File: src/rtl/sd_read_arbiter_if.sv
// sd_read_arbiter_if: client request/ack lines plus the CMD17 read-engine handshake.
interface sd_read_arbiter_if;
   logic        init_done;
   logic        req0;
   logic        req1;
   logic [31:0] addr0;
   logic [31:0] addr1;
   logic        ack0;
   logic        ack1;
   logic        err0;
   logic        err1;
   logic [1:0]  gnt;
   logic        busy;
   logic        rd_re;
   logic [31:0] rd_addr;
   logic        rd_rend;
   logic        rd_rerr;
   modport slave (
      input  init_done, req0, req1, addr0, addr1, rd_rend, rd_rerr,
      output ack0, ack1, err0, err1, gnt, busy, rd_re, rd_addr
   );
   modport master (
      output init_done, req0, req1, addr0, addr1, rd_rend, rd_rerr,
      input  ack0, ack1, err0, err1, gnt, busy, rd_re, rd_addr
   );
endinterface

File: src/rtl/sd_read_arbiter.sv
// sd_read_arbiter: round-robin two-client sequencer for the SD single-block read engine,
// with bounded retry on engine error or watchdog timeout.
module sd_read_arbiter #(
   parameter int unsigned MAX_RETRY = 3,
   parameter int unsigned TIMEOUT_W = 20,
   parameter int unsigned GAP_CYC   = 4
) (
   input logic              sdclk,
   input logic              reset,
   sd_read_arbiter_if.slave bus
);
   typedef enum logic [2:0] {IDLE, ISSUE, DONE, FAIL, GAP} state_t;
   state_t                r_state;
   logic                  r_re, r_busy, r_ptr, r_fin;
   logic [31:0]           r_addr;
   logic [1:0]            r_gnt, r_ack, r_err;
   logic [7:0]            r_retry;
   logic [TIMEOUT_W-1:0]  r_wdog;
   logic [3:0]            r_gap;
   logic                  w_sel, w_last;
   logic [1:0]            w_live;
   logic [TIMEOUT_W-1:0]  w_wdog_nx;
   assign w_sel     = (bus.req0 && bus.req1) ? r_ptr : bus.req1;
   assign w_last    = r_retry == 8'(MAX_RETRY);
   assign w_wdog_nx = r_wdog + TIMEOUT_W'(1);
   // a completion is only reported to an owner that is still requesting
   assign w_live    = r_gnt & {bus.req1, bus.req0};
   assign bus.rd_re   = r_re;
   assign bus.rd_addr = r_addr;
   assign bus.gnt     = r_gnt;
   assign bus.busy    = r_busy;
   assign bus.ack0    = r_ack[0];
   assign bus.ack1    = r_ack[1];
   assign bus.err0    = r_err[0];
   assign bus.err1    = r_err[1];
   always_ff @(posedge sdclk or posedge reset) begin
      if (reset) begin
         r_state <= IDLE;
         r_re    <= 1'b0;
         r_busy  <= 1'b0;
         r_ptr   <= 1'b0;
         r_fin   <= 1'b0;
         r_addr  <= '0;
         r_gnt   <= '0;
         r_ack   <= '0;
         r_err   <= '0;
         r_retry <= '0;
         r_wdog  <= '0;
         r_gap   <= '0;
      end else begin
         r_ack <= '0;
         r_err <= '0;
         case (r_state)
            IDLE: if (bus.init_done && (bus.req0 || bus.req1)) begin
               r_addr  <= w_sel ? bus.addr1 : bus.addr0;
               r_gnt   <= w_sel ? 2'b10 : 2'b01;
               r_retry <= '0;
               r_wdog  <= '0;
               r_re    <= 1'b1;
               r_busy  <= 1'b1;
               r_state <= ISSUE;
            end
            ISSUE: begin
               r_wdog <= w_wdog_nx;
               if (bus.rd_rend) begin
                  r_re    <= 1'b0;
                  r_ack   <= w_live;
                  r_state <= DONE;
               end else if (bus.rd_rerr || &w_wdog_nx) begin
                  r_re    <= 1'b0;
                  r_err   <= w_last ? w_live : 2'b00;
                  r_state <= FAIL;
               end
            end
            DONE: begin
               r_ptr   <= r_gnt[0];
               r_fin   <= 1'b1;
               r_gap   <= 4'(GAP_CYC - 1);
               r_state <= GAP;
            end
            FAIL: begin
               r_fin   <= w_last;
               r_ptr   <= w_last ? r_gnt[0] : r_ptr;
               r_retry <= w_last ? r_retry : r_retry + 8'd1;
               r_gap   <= 4'(GAP_CYC - 1);
               r_state <= GAP;
            end
            GAP: begin
               if (r_gap != 4'd0) r_gap <= r_gap - 4'd1;
               else if (r_fin) begin
                  r_gnt   <= '0;
                  r_busy  <= 1'b0;
                  r_state <= IDLE;
               end else begin
                  r_re    <= 1'b1;
                  r_wdog  <= '0;
                  r_state <= ISSUE;
               end
            end
            default: r_state <= IDLE;
         endcase
      end
   end
endmodule

File: src/flat_wrapper.sv
// flat-port wrapper written by rule: the top's interface ports become plain ports
module sd_read_arbiter_flat 
#(
   parameter int unsigned MAX_RETRY = 3,
   parameter int unsigned TIMEOUT_W = 20,
   parameter int unsigned GAP_CYC   = 4
)
  (sdclk, reset, bus_init_done, bus_req0, bus_req1, bus_addr0, bus_addr1, bus_rd_rend, bus_rd_rerr, bus_ack0, bus_ack1, bus_err0, bus_err1, bus_gnt, bus_busy, bus_rd_re, bus_rd_addr);
  sd_read_arbiter_if bus_i ();
  input logic sdclk;
  input logic reset;
  input wire logic [$bits(bus_i.init_done)-1:0] bus_init_done;
  input wire logic [$bits(bus_i.req0)-1:0] bus_req0;
  input wire logic [$bits(bus_i.req1)-1:0] bus_req1;
  input wire logic [$bits(bus_i.addr0)-1:0] bus_addr0;
  input wire logic [$bits(bus_i.addr1)-1:0] bus_addr1;
  input wire logic [$bits(bus_i.rd_rend)-1:0] bus_rd_rend;
  input wire logic [$bits(bus_i.rd_rerr)-1:0] bus_rd_rerr;
  output wire logic [$bits(bus_i.ack0)-1:0] bus_ack0;
  output wire logic [$bits(bus_i.ack1)-1:0] bus_ack1;
  output wire logic [$bits(bus_i.err0)-1:0] bus_err0;
  output wire logic [$bits(bus_i.err1)-1:0] bus_err1;
  output wire logic [$bits(bus_i.gnt)-1:0] bus_gnt;
  output wire logic [$bits(bus_i.busy)-1:0] bus_busy;
  output wire logic [$bits(bus_i.rd_re)-1:0] bus_rd_re;
  output wire logic [$bits(bus_i.rd_addr)-1:0] bus_rd_addr;
  assign bus_i.init_done = bus_init_done;
  assign bus_i.req0 = bus_req0;
  assign bus_i.req1 = bus_req1;
  assign bus_i.addr0 = bus_addr0;
  assign bus_i.addr1 = bus_addr1;
  assign bus_i.rd_rend = bus_rd_rend;
  assign bus_i.rd_rerr = bus_rd_rerr;
  assign bus_ack0 = bus_i.ack0;
  assign bus_ack1 = bus_i.ack1;
  assign bus_err0 = bus_i.err0;
  assign bus_err1 = bus_i.err1;
  assign bus_gnt = bus_i.gnt;
  assign bus_busy = bus_i.busy;
  assign bus_rd_re = bus_i.rd_re;
  assign bus_rd_addr = bus_i.rd_addr;
  sd_read_arbiter #(.MAX_RETRY(MAX_RETRY), .TIMEOUT_W(TIMEOUT_W), .GAP_CYC(GAP_CYC)) u_core (.sdclk(sdclk), .reset(reset), .bus(bus_i));
endmodule
File: config.mk
export PLATFORM = sky130hd
export DESIGN_NAME = sd_read_arbiter_flat
export DESIGN_NICKNAME = d
export VERILOG_FILES = /design/src/rtl/sd_read_arbiter_if.sv /design/src/rtl/sd_read_arbiter.sv /design/src/flat_wrapper.sv
export SDC_FILE = /design/constraint.sdc
export NUM_CORES = 1
export LEC_CHECK = 0
export CAP_MARGIN = 40
export CORE_AREA = 5 5 97 99
export DETAILED_ROUTE_END_ITERATION = 10
export DIE_AREA = 0 0 102 104
export PLACE_DENSITY_LB_ADDON = 0.25
export SYNTH_ARGS = -nofsm -noshare
export SYNTH_HDL_FRONTEND = slang
export SYNTH_SLANG_ARGS = --single-unit
File: constraint.sdc
create_clock -name sdclk -period 3 [get_ports sdclk]
set_input_delay 0.6 -clock sdclk [delete_from_list [all_inputs] [get_ports sdclk]]
set_output_delay 0.6 -clock sdclk [all_outputs]
set_load 0.01 [all_outputs]
# Word-level counts from Yosys, hierarchy flattened
# Index checks and enable logic that the tools add are counted.
[classes]
addsub = 3
mul = 0
n_div = 0
order_cmp = 0
n_eq_ne = 13
shift = 0
muxes = 40
n_bitwise = 1
n_reduce_logical = 21
[ops]
columns = ["op", "n"]
rows = [
  ["$mux W20", 3],
  ["$pmux W20 S3", 1],
  ["$mux W32", 1],
  ["$add A20 B1 Y20 const B", 1],
  ["$mux W2", 10],
  ["$reduce_and A20 Y1", 1],
  ["$mux W8", 2],
  ["$pmux W8 S2", 1],
  ["$mux W3", 4],
  ["$pmux W3 S4", 1],
  ["$mux W1", 10],
  ["$add A8 B1 Y8 const B", 1],
  ["$eq A8 B2 Y1 const B", 1],
  ["$ne A2 B1 Y1 const B", 4],
  ["$pmux W4 S2", 1],
  ["$reduce_and A4 Y1", 2],
  ["$reduce_bool A2 Y1", 4],
  ["$eq A3 B2 Y1 const B", 2],
  ["$ne A2 B2 Y1 const B", 3],
  ["$pmux W1 S2", 3],
  ["$reduce_and A2 Y1", 3],
  ["$reduce_and A3 Y1", 2],
  ["$reduce_and A5 Y1", 1],
  ["$mux W4", 1],
  ["other kinds (13)", 15],
]
[totals]
regBits = 77
latch_bits = 0
ram_bits = 0
rom_bits = 0
input_bits = 71
out_inout_bits = 40
word_cells = 90
memories = 0

# Logic depth before layout (Yosys ltp)
# Gate-level depths: netlist (run 1).
[logic_depth]
word_depth = 6
depth_mapped = 8
depth_no_buf = 8

# Worst setup path after synthesis (run 1)
# No wires, ideal clock.
[synth_path]
kind = "register -> register"
from = "register u_core.r_wdog[0]"
to = "register u_core.r_re (netlist: u_core.bus.rd_re)"
setup_ns = 0.122
t_arrival_ns = 2.015
t_required_ns = 2.878
setup_slack_ns = 0.864
stages_incl_launch_ff = 8
n_path_buf = 0
period_less_slack_ns = 2.136
cell_sequence = "dfrtp_1 -> ha_1 -> nand3_4 -> nor4_4 -> xnor2_1 -> a2111oi_2 -> a31oi_1 -> a32o_1"
[synth_via]
elab_chain_cells = 5
[synth_lines]
columns = ["element", "line_no", "rtl"]
rows = [
  ["start, declared", "sd_read_arbiter.sv:18", "logic [TIMEOUT_W-1:0] r_wdog;"],
  ["start signal, assigned", "sd_read_arbiter.sv:64", "r_wdog <= w_wdog_nx;"],
  ["$add A20 B1 Y20", "sd_read_arbiter.sv:25", "assign w_wdog_nx = r_wdog + TIMEOUT_W'(1);"],
  ["$reduce_and A20 Y1", "sd_read_arbiter.sv:69", "end else if (bus.rd_rerr || &w_wdog_nx) begin"],
  ["$logic_or A1 B1 Y1", "sd_read_arbiter.sv:69", ""],
  ["$ne A3 B2 Y1 (no line)", "n/a", ""],
  ["$reduce_and A5 Y1 (no line)", "n/a", ""],
  ["end signal, assigned", "sd_read_arbiter.sv:66", "r_re <= 1'b0;"],
  ["end signal, assigned", "sd_read_arbiter.sv:70", "r_re <= 1'b0;"],
  ["end signal, assigned", "sd_read_arbiter.sv:95", "r_re <= 1'b1;"],
  ["end, declared", "sd_read_arbiter.sv:14", "logic r_re, r_busy, r_ptr, r_fin;"],
]
# No other way between the ends.
# A chain may end at the register's enable or synchronous reset.

# Worst setup path after layout (run 1)
# Ends and elaborated chain as after synthesis.

==> flow_summary_export.csv, run 1 <==
group,metric,value,unit
critical_path,cp-end-kind,"flop",
outcome,status,"complete, no violations",
detailed_routing,first_pass_iters,5,
cts,cts-resized-gates,0,
critical_path,cp-start-kind,"flop",
cts,clk_pin_slew,0.08,ns
cts,cts_root_buffer,"clkbuf_8",
global_route,grt_use_total,0.1815,
detailed_routing,drtIter0Drc,97,
synthesis,yosysTopAreaCell,"dfrtp_1",
floorplanning,rows,34,
final_layout,stdcell_area,5301,um2
synthesis,synthFlopType,"dfrtp_1",
critical_path,crit_type,"flop to flop",
pwr,p_leak,0.002375,uW
detailed_routing,ant_nets,0,
floorplanning,core_area,8466,um2
global_route,grt_pass1_vias,3288,
synthesis,yosysTopAreaCellShare,0.4903,
floorplanning,start_util,0.4642,
cts,ctsLongestPathBuffers,2,
final_layout,n_antenna_cell,0,
placed_design,io_buffers,110,
critical_path,crit_fanout,9,
final_layout,syn2layout_area_growth,34.89,%
pwr,swShare,0.3566,
synthesis,synth_common_cells,"dfrtp_1, nand2_1, o21ai_0",
floorplanning,fp.dieH,104,um
sta,max_freq,0.4060,GHz
synthesis,synth-edff-count,0,
critical_path,cpMaxStageDelayCell,"dfrtp_1",
pwr,p_seq_frac,0.402,
cts,h-tree-depth,3,
detailed_routing,vias,3282,
synthesis,synth_area,3930,um2
sta,fin_skew,0.006766,ns
critical_path,crit_chain,"ha_1 -> nand3_4 -> nor4_4 -> xnor2_1 -> a2111oi_2 -> a31oi_1 -> a32o_1",
floorplanning,die_area,10610,um2
synthesis,synth_nets,491,
placed_design,routabilityCongestion,0.8212,
run,maxCapViolCount,0,
pwr,p_comb_frac,0.402,
cts,cts_tree,"done",
min_path,hold_path.class,"flop to flop",
detailed_routing,vias_per_cell,5.234,
pwr,power_density,739.9,nW/um2
synthesis,ys_seq_area_frac,0.4903,
sta,post-route-period-util,0.8211,
sta,slew_headroom,0.6195,
synthesis,yosys_warnings,0,
global_route,grt_first_pass_wirelength,15470,um
cts,numCtsBuffers,9,
detailed_routing,routedWlPerCell,14.47,um
global_route,grt_max_degree,78,
critical_path,crit_arrival,2.70,ns
floorplanning,dieWidth,102,um
synthesis,async_flop_share,1.000,
floorplanning,io_pins,111,
detailed_routing,route.detailed.drc,0,
pwr,vdd_drop_max,288.0,uV
placed_design,dpl_worst_slack,0.2968,ns
sta,tns,0,ns
final_layout,layout-drive-gt1-share,0.06551,
synthesis,synth_area_leaders,"dfrtp_1, mux2i_1, o21ai_0, nand2_1, nor2_1",
pwr,p_sw,1399,uW
sta,post-route-min-period,2.463,ns
sta,rsz0062_at_grt,"false",
pwr,p_int,2524,uW
detailed_routing,drt-total-wl,9072,um
synthesis,synth_most_common_cell,"dfrtp_1",
synthesis,synthCells,415,
sta,worst_pin_slew,0.5707,ns
synthesis,avgSynthCellArea,9.470,um2
cts,cts_hold_buf,0,
sta,final-hold-violation-count,0,
critical_path,cp.required,3.23,ns
sta,fin_ws,0.5368,ns
sta,maxSlewViolCount,0,
sta,setup_viol,0,
pwr,p_clk_frac,0.196,
synthesis,synth.distinct_cells,50,
cts,cts_setup_buffers,0,
synthesis,ys_ff_latch,77,
placed_design,dp_hpwl,6693,um
global_route,grt_remaining_overflow,0,
placed_design,placed_area,5111,um2
critical_path,critPathMaxStageDelay,0.44,ns
cts,clock_latency,0.34,ns
final_layout,nets,591,
cts,clock-sinks,77,
global_route,antenna_found_initial,0,
==> cell usage in the layout, fill, tap and decap left out, types with 3 or more instances in the layout <==
cell type        instances
o41ai_1                  3
dfrtp_1                 77
nor2_1                  30
clkbuf_8                10
o31ai_1                  3
nand4_1                  3
clkdlybuf4s50_1        110
nor4_1                   4
o21ai_0                 62
nand2_1                 64
a21oi_1                 11
mux2i_1                 32
buf_4                    5
and3_1                   4
xor2_1                   3
nand3_1                 17
a31oi_1                  4
inv_1                   10
xnor2_1                  9
or4_1                    3
o211ai_1                 5
ha_1                     5
==> metrics by stage <==
step,instances,utilization,power (uW),hold slack [ns]
final,627,0.6262,3923,0.4789
after detailed placement,612,0.6038,3190,0.4690
after global routing,627,0.6262,4229,0.5112
after global placement,612,0.6038,3149,0.4615
after CTS,627,0.6262,3972,0.4857
after floorplan,415,-,2387,0.4737
==> power groups by stage <==
stage                     registers, uW  clock network [uW]  logic, uW
after global placement             1580                   0       1570
after floorplan                    1630                   0        752
after global routing               1630                 832       1770
after CTS                          1580                 790       1600
after detailed placement           1590                   0       1600
final                              1580                 768       1580
==> worst max-delay path: cells and delay by family (launching register included) <==
family,cells,cell delay (ns)
and+or+nand+nor,2,0.56
adders and majority gates,1,0.33
DFF,1,0.44
xor gates and xnor gates,1,0.12
AOI/OAI and AO/OA,3,0.90
==> cells by family (layout without fill, tap and decap cells) <==
group | after synthesis | in the layout | share of synthesized area
and+or+nand+nor | 152 | 152 | 0.1980
muxes | 33 | 33 | 0.08437
buffers and inverters | 38 | 142 | 0.04234
DFF | 77 | 77 | 0.4903
AOI/OAI and AO/OA | 98 | 98 | 0.1423
adders and majority gates | 5 | 5 | 0.01592
xor gates and xnor gates | 12 | 12 | 0.02675
==> state kept, by name, indices dropped and copies added, names as in the netlist <==
register            cells
u_core.r_fin            1
u_core.bus.rd_re        1
u_core.bus.rd_addr     32
u_core.r_wdog          20
u_core.r_ptr            1
u_core.r_state          3
u_core.r_ack            2
u_core.r_err            2
u_core.r_gap            4
u_core.r_retry          8
u_core.bus.busy         1
u_core.bus.gnt          2
==> layout make-up <==
type / instances / area, um2
clock buffers: 11 / 141.4
clock inverters: 4 / 48.80
multi-input cells: 300 / 1849
inverters: 11 / 41.29
repair buffers: 116 / 1159
fillers: 697 / 3164
flip-flops and latches: 77 / 1927
well taps: 108 / 135.1
==> routing by layer <==
metal  wire, um  global-route usage
met3       1049             0.09188
met2       3965              0.2591
met5          0                   0
met4         76             0.04499
met1       3981              0.2451
==> worst paths after layout <==
| check | slack [ns] | end | cells past startpoint | startpoint |
|---|---|---|---|---|
| setup / recovery | 0.54 | u_core.bus.rd_re | 7 | u_core.r_wdog[0] |
| hold / removal | 0.48 | u_core.bus.rd_addr[25] | 2 | u_core.bus.rd_addr[25] |
| setup reg to reg | 0.54 | u_core.bus.rd_re | 7 | u_core.r_wdog[0] |
| hold reg to reg | 0.48 | u_core.bus.rd_addr[25] | 2 | u_core.bus.rd_addr[25] |
| max in group asynchronous | 2.01 | u_core.bus.rd_addr[16] | 3 | reset |
| min in group asynchronous | 0.66 | u_core.r_wdog[3] | 3 | reset |
Note: power is estimated with default switching activity, not from simulation.
==> inputs of run 2 (changes only) <==
--- a/config.mk
+++ b/config.mk
@@ -6,9 +6,9 @@
 export NUM_CORES = 1
 export LEC_CHECK = 0
 export CAP_MARGIN = 40
-export CORE_AREA = 5 5 97 99
+export CORE_AREA = 5 5 102 104
 export DETAILED_ROUTE_END_ITERATION = 10
-export DIE_AREA = 0 0 102 104
+export DIE_AREA = 0 0 107 109
 export PLACE_DENSITY_LB_ADDON = 0.25
 export SYNTH_ARGS = -nofsm -noshare
 export SYNTH_HDL_FRONTEND = slang
==> constraint.sdc (replaced) <==
create_clock -name sdclk -period 2.2 [get_ports sdclk]
set_input_delay 0.44 -clock sdclk [delete_from_list [all_inputs] [get_ports sdclk]]
set_output_delay 0.44 -clock sdclk [all_outputs]
set_load 0.01 [all_outputs]
==> run 2 against run 1 <==
  * Register-to-register slack worse by 0.43 ns
  * Highest routed layer unchanged
  * Design area up 5.2%
  * First-iteration DRC count up 41%
==> flow_summary_export.csv, run 2 (synthesis gave the netlist of run 1 again) <==
group,metric,value,unit
final_layout,final_common_cell,"clkdlybuf4s50_1",
sta,fin_skew,0.01309,ns
floorplanning,dieWidth,107,um
detailed_routing,ant_nets,0,
detailed_routing,drtIter0Drc,137,
cts,cts_hold_buf,0,
detailed_routing,vias_per_cell,5.201,
final_layout,nets,614,
cts,cts_tree,"done",
critical_path,crit_fanout,3,
critical_path,cp.required,2.44,ns
cts,clk_pin_slew,0.09,ns
cts,cts_root_buffer,"clkbuf_8",
pwr,p_int,3551,uW
cts,clock_latency,0.35,ns
cts,clock-sinks,77,
pwr,fin_total_pwr,5556,uW
final_layout,multi_input_area,1891,um2
critical_path,cp-end-kind,"flop",
detailed_routing,first_pass_iters,4,
floorplanning,core_area,9459,um2
floorplanning,die_area,11660,um2
pwr,p_sw,2004,uW
placed_design,routabilityCongestion,0.7995,
floorplanning,rows,36,
pwr,vdd_drop_max,609.4,uV
floorplanning,io_pins,111,
sta,setup_viol,0,
pwr,p_seq_frac,0.385,
final_layout,fill_cells,844,
floorplanning,fp.dieH,109,um
final_layout,syn2layout_area_growth,41.90,%
cts,ctsLongestPathBuffers,2,
cts,numCtsBuffers,9,
sta,worst_pin_slew,0.5535,ns
critical_path,crit_arrival,2.33,ns
global_route,grt_pass1_vias,3443,
final_layout,ff_latch_area,1927,um2
pwr,p_clk_frac,0.192,
detailed_routing,drt-total-wl,9787,um
global_route,antenna_found_initial,0,
placed_design,dp_hpwl,7333,um
pwr,power_density,996.2,nW/um2
placed_design,io_buffers,110,
sta,post-route-min-period,2.091,ns
critical_path,crit_type,"flop to flop",
detailed_routing,routedWlPerCell,14.90,um
sta,max_freq,0.4783,GHz
detailed_routing,route.detailed.drc,0,
cts,h-tree-depth,3,
detailed_routing,vias,3417,
final_layout,layout-drive-gt1-share,0.1215,
floorplanning,start_util,0.4155,
critical_path,cp-start-kind,"flop",
final_layout,largest_register_ffs,32,
final_layout,n_antenna_cell,0,
pwr,swShare,0.3608,
sta,final-hold-violation-count,0,
global_route,grt_use_total,0.1762,
sta,slew_headroom,0.6310,
pwr,p_comb_frac,0.424,
global_route,grt_remaining_overflow,0,
min_path,hold_path.class,"input pin to asynchronous set/reset pin",
run,maxCapViolCount,0,
pwr,p_leak,0.002501,uW
outcome,status,"complete, no violations",
global_route,grt_first_pass_wirelength,16250,um
sta,maxSlewViolCount,0,
final_layout,final_cell_mix,"clkdlybuf4s50_1, dfrtp_1, nand2_1, o21ai_0, mux2i_1",
sta,hold_slack,0.4815,ns
sta,post-route-period-util,0.9504,
global_route,grt_max_degree,70,
## run 2: changes by cell type in the layout (fill, tap and decap cells not counted), sizes merged
cell,before,now
buf,6,29
clkbuf,11,9
clkinv,3,5
clkinvlp,0,1
## run 2: critical path, stage by stage, from the launching register on
cell and delay, ns:
dfrtp_1 0.42, buf_6 0.13, inv_1 0.05, ha_2 0.17, nand3_2 0.07, nor4_2 0.25, nand2_1 0.14, a2111oi_4 0.37
a31oi_2 0.15, a32o_1 0.24
## run 2: cell type report
class	count	area share
flip-flops and latches	77	0.3455
clock inverters	7	0.01346
inverters	11	0.008077
multi-input cells	300	0.3390
well taps	114	0.02558
repair buffers	139	0.2461
clock buffers	9	0.02221
## run 2: path summary, 6_finish.rpt
path                                             start                endpoint  slack [ns]  cells past startpoint
worst max-delay path                  u_core.r_wdog[0]        u_core.bus.rd_re        0.11                      9
worst min-delay path                             reset       u_core.r_wdog[11]        0.48                      2
worst max register to register        u_core.r_wdog[0]        u_core.bus.rd_re        0.11                      9
worst min register to register  u_core.bus.rd_addr[28]  u_core.bus.rd_addr[28]        0.48                      2
max in group asynchronous                        reset        u_core.r_wdog[4]        1.19                      3
min in group sdclk              u_core.bus.rd_addr[28]  u_core.bus.rd_addr[28]        0.48                      2
## run 2: power groups by stage
stage | registers [uW] | logic [uW] | clock network (uW)
floorplan | 2230 | 1030 | 0
global placement | 2140 | 2320 | 0
detailed placement | 2160 | 2360 | 0
CTS | 2140 | 2370 | 1100
global route | 2200 | 2620 | 1160
finish | 2140 | 2350 | 1070
## run 2: layer usage
| metal | routed length, um | global-route usage | share of wire | up-vias |
|---|---|---|---|---|
| met2 | 4275 | 0.2563 | 0.44 | 114 |
| li1 | - | - | - | 1701 |
| met5 | 0 | 0 | 0 | - |
| met3 | 961 | 0.07342 | 0.098 | 8 |
| met4 | 125 | 0.07215 | 0.013 | 0 |
| met1 | 4425 | 0.2328 | 0.45 | 1594 |
## run 2: through the flow
step           std cells  cell area (um2)  TNS (ns)  setup slack, ns    util
3_3_place_gp         640             5325    -2.182         -0.09443  0.5630
2_1_floorplan        415             3934         0          0.06358       -
3_5_place_dp         640             5325    -5.790          -0.1935  0.5630
4_1_cts              656             5524         0          0.03440  0.5840
6_report             657             5577         0           0.1092  0.5896
5_1_grt              657             5577  -0.02389         -0.01300  0.5896
## run 2: what timing repair did
| action | 4_1_cts | 5_1_grt |
|---|---|---|
| gates resized for setup | 0 | 9 |
| endpoints found under the setup margin | 0 | 4 |
| buffers inserted | 0 | 1 |
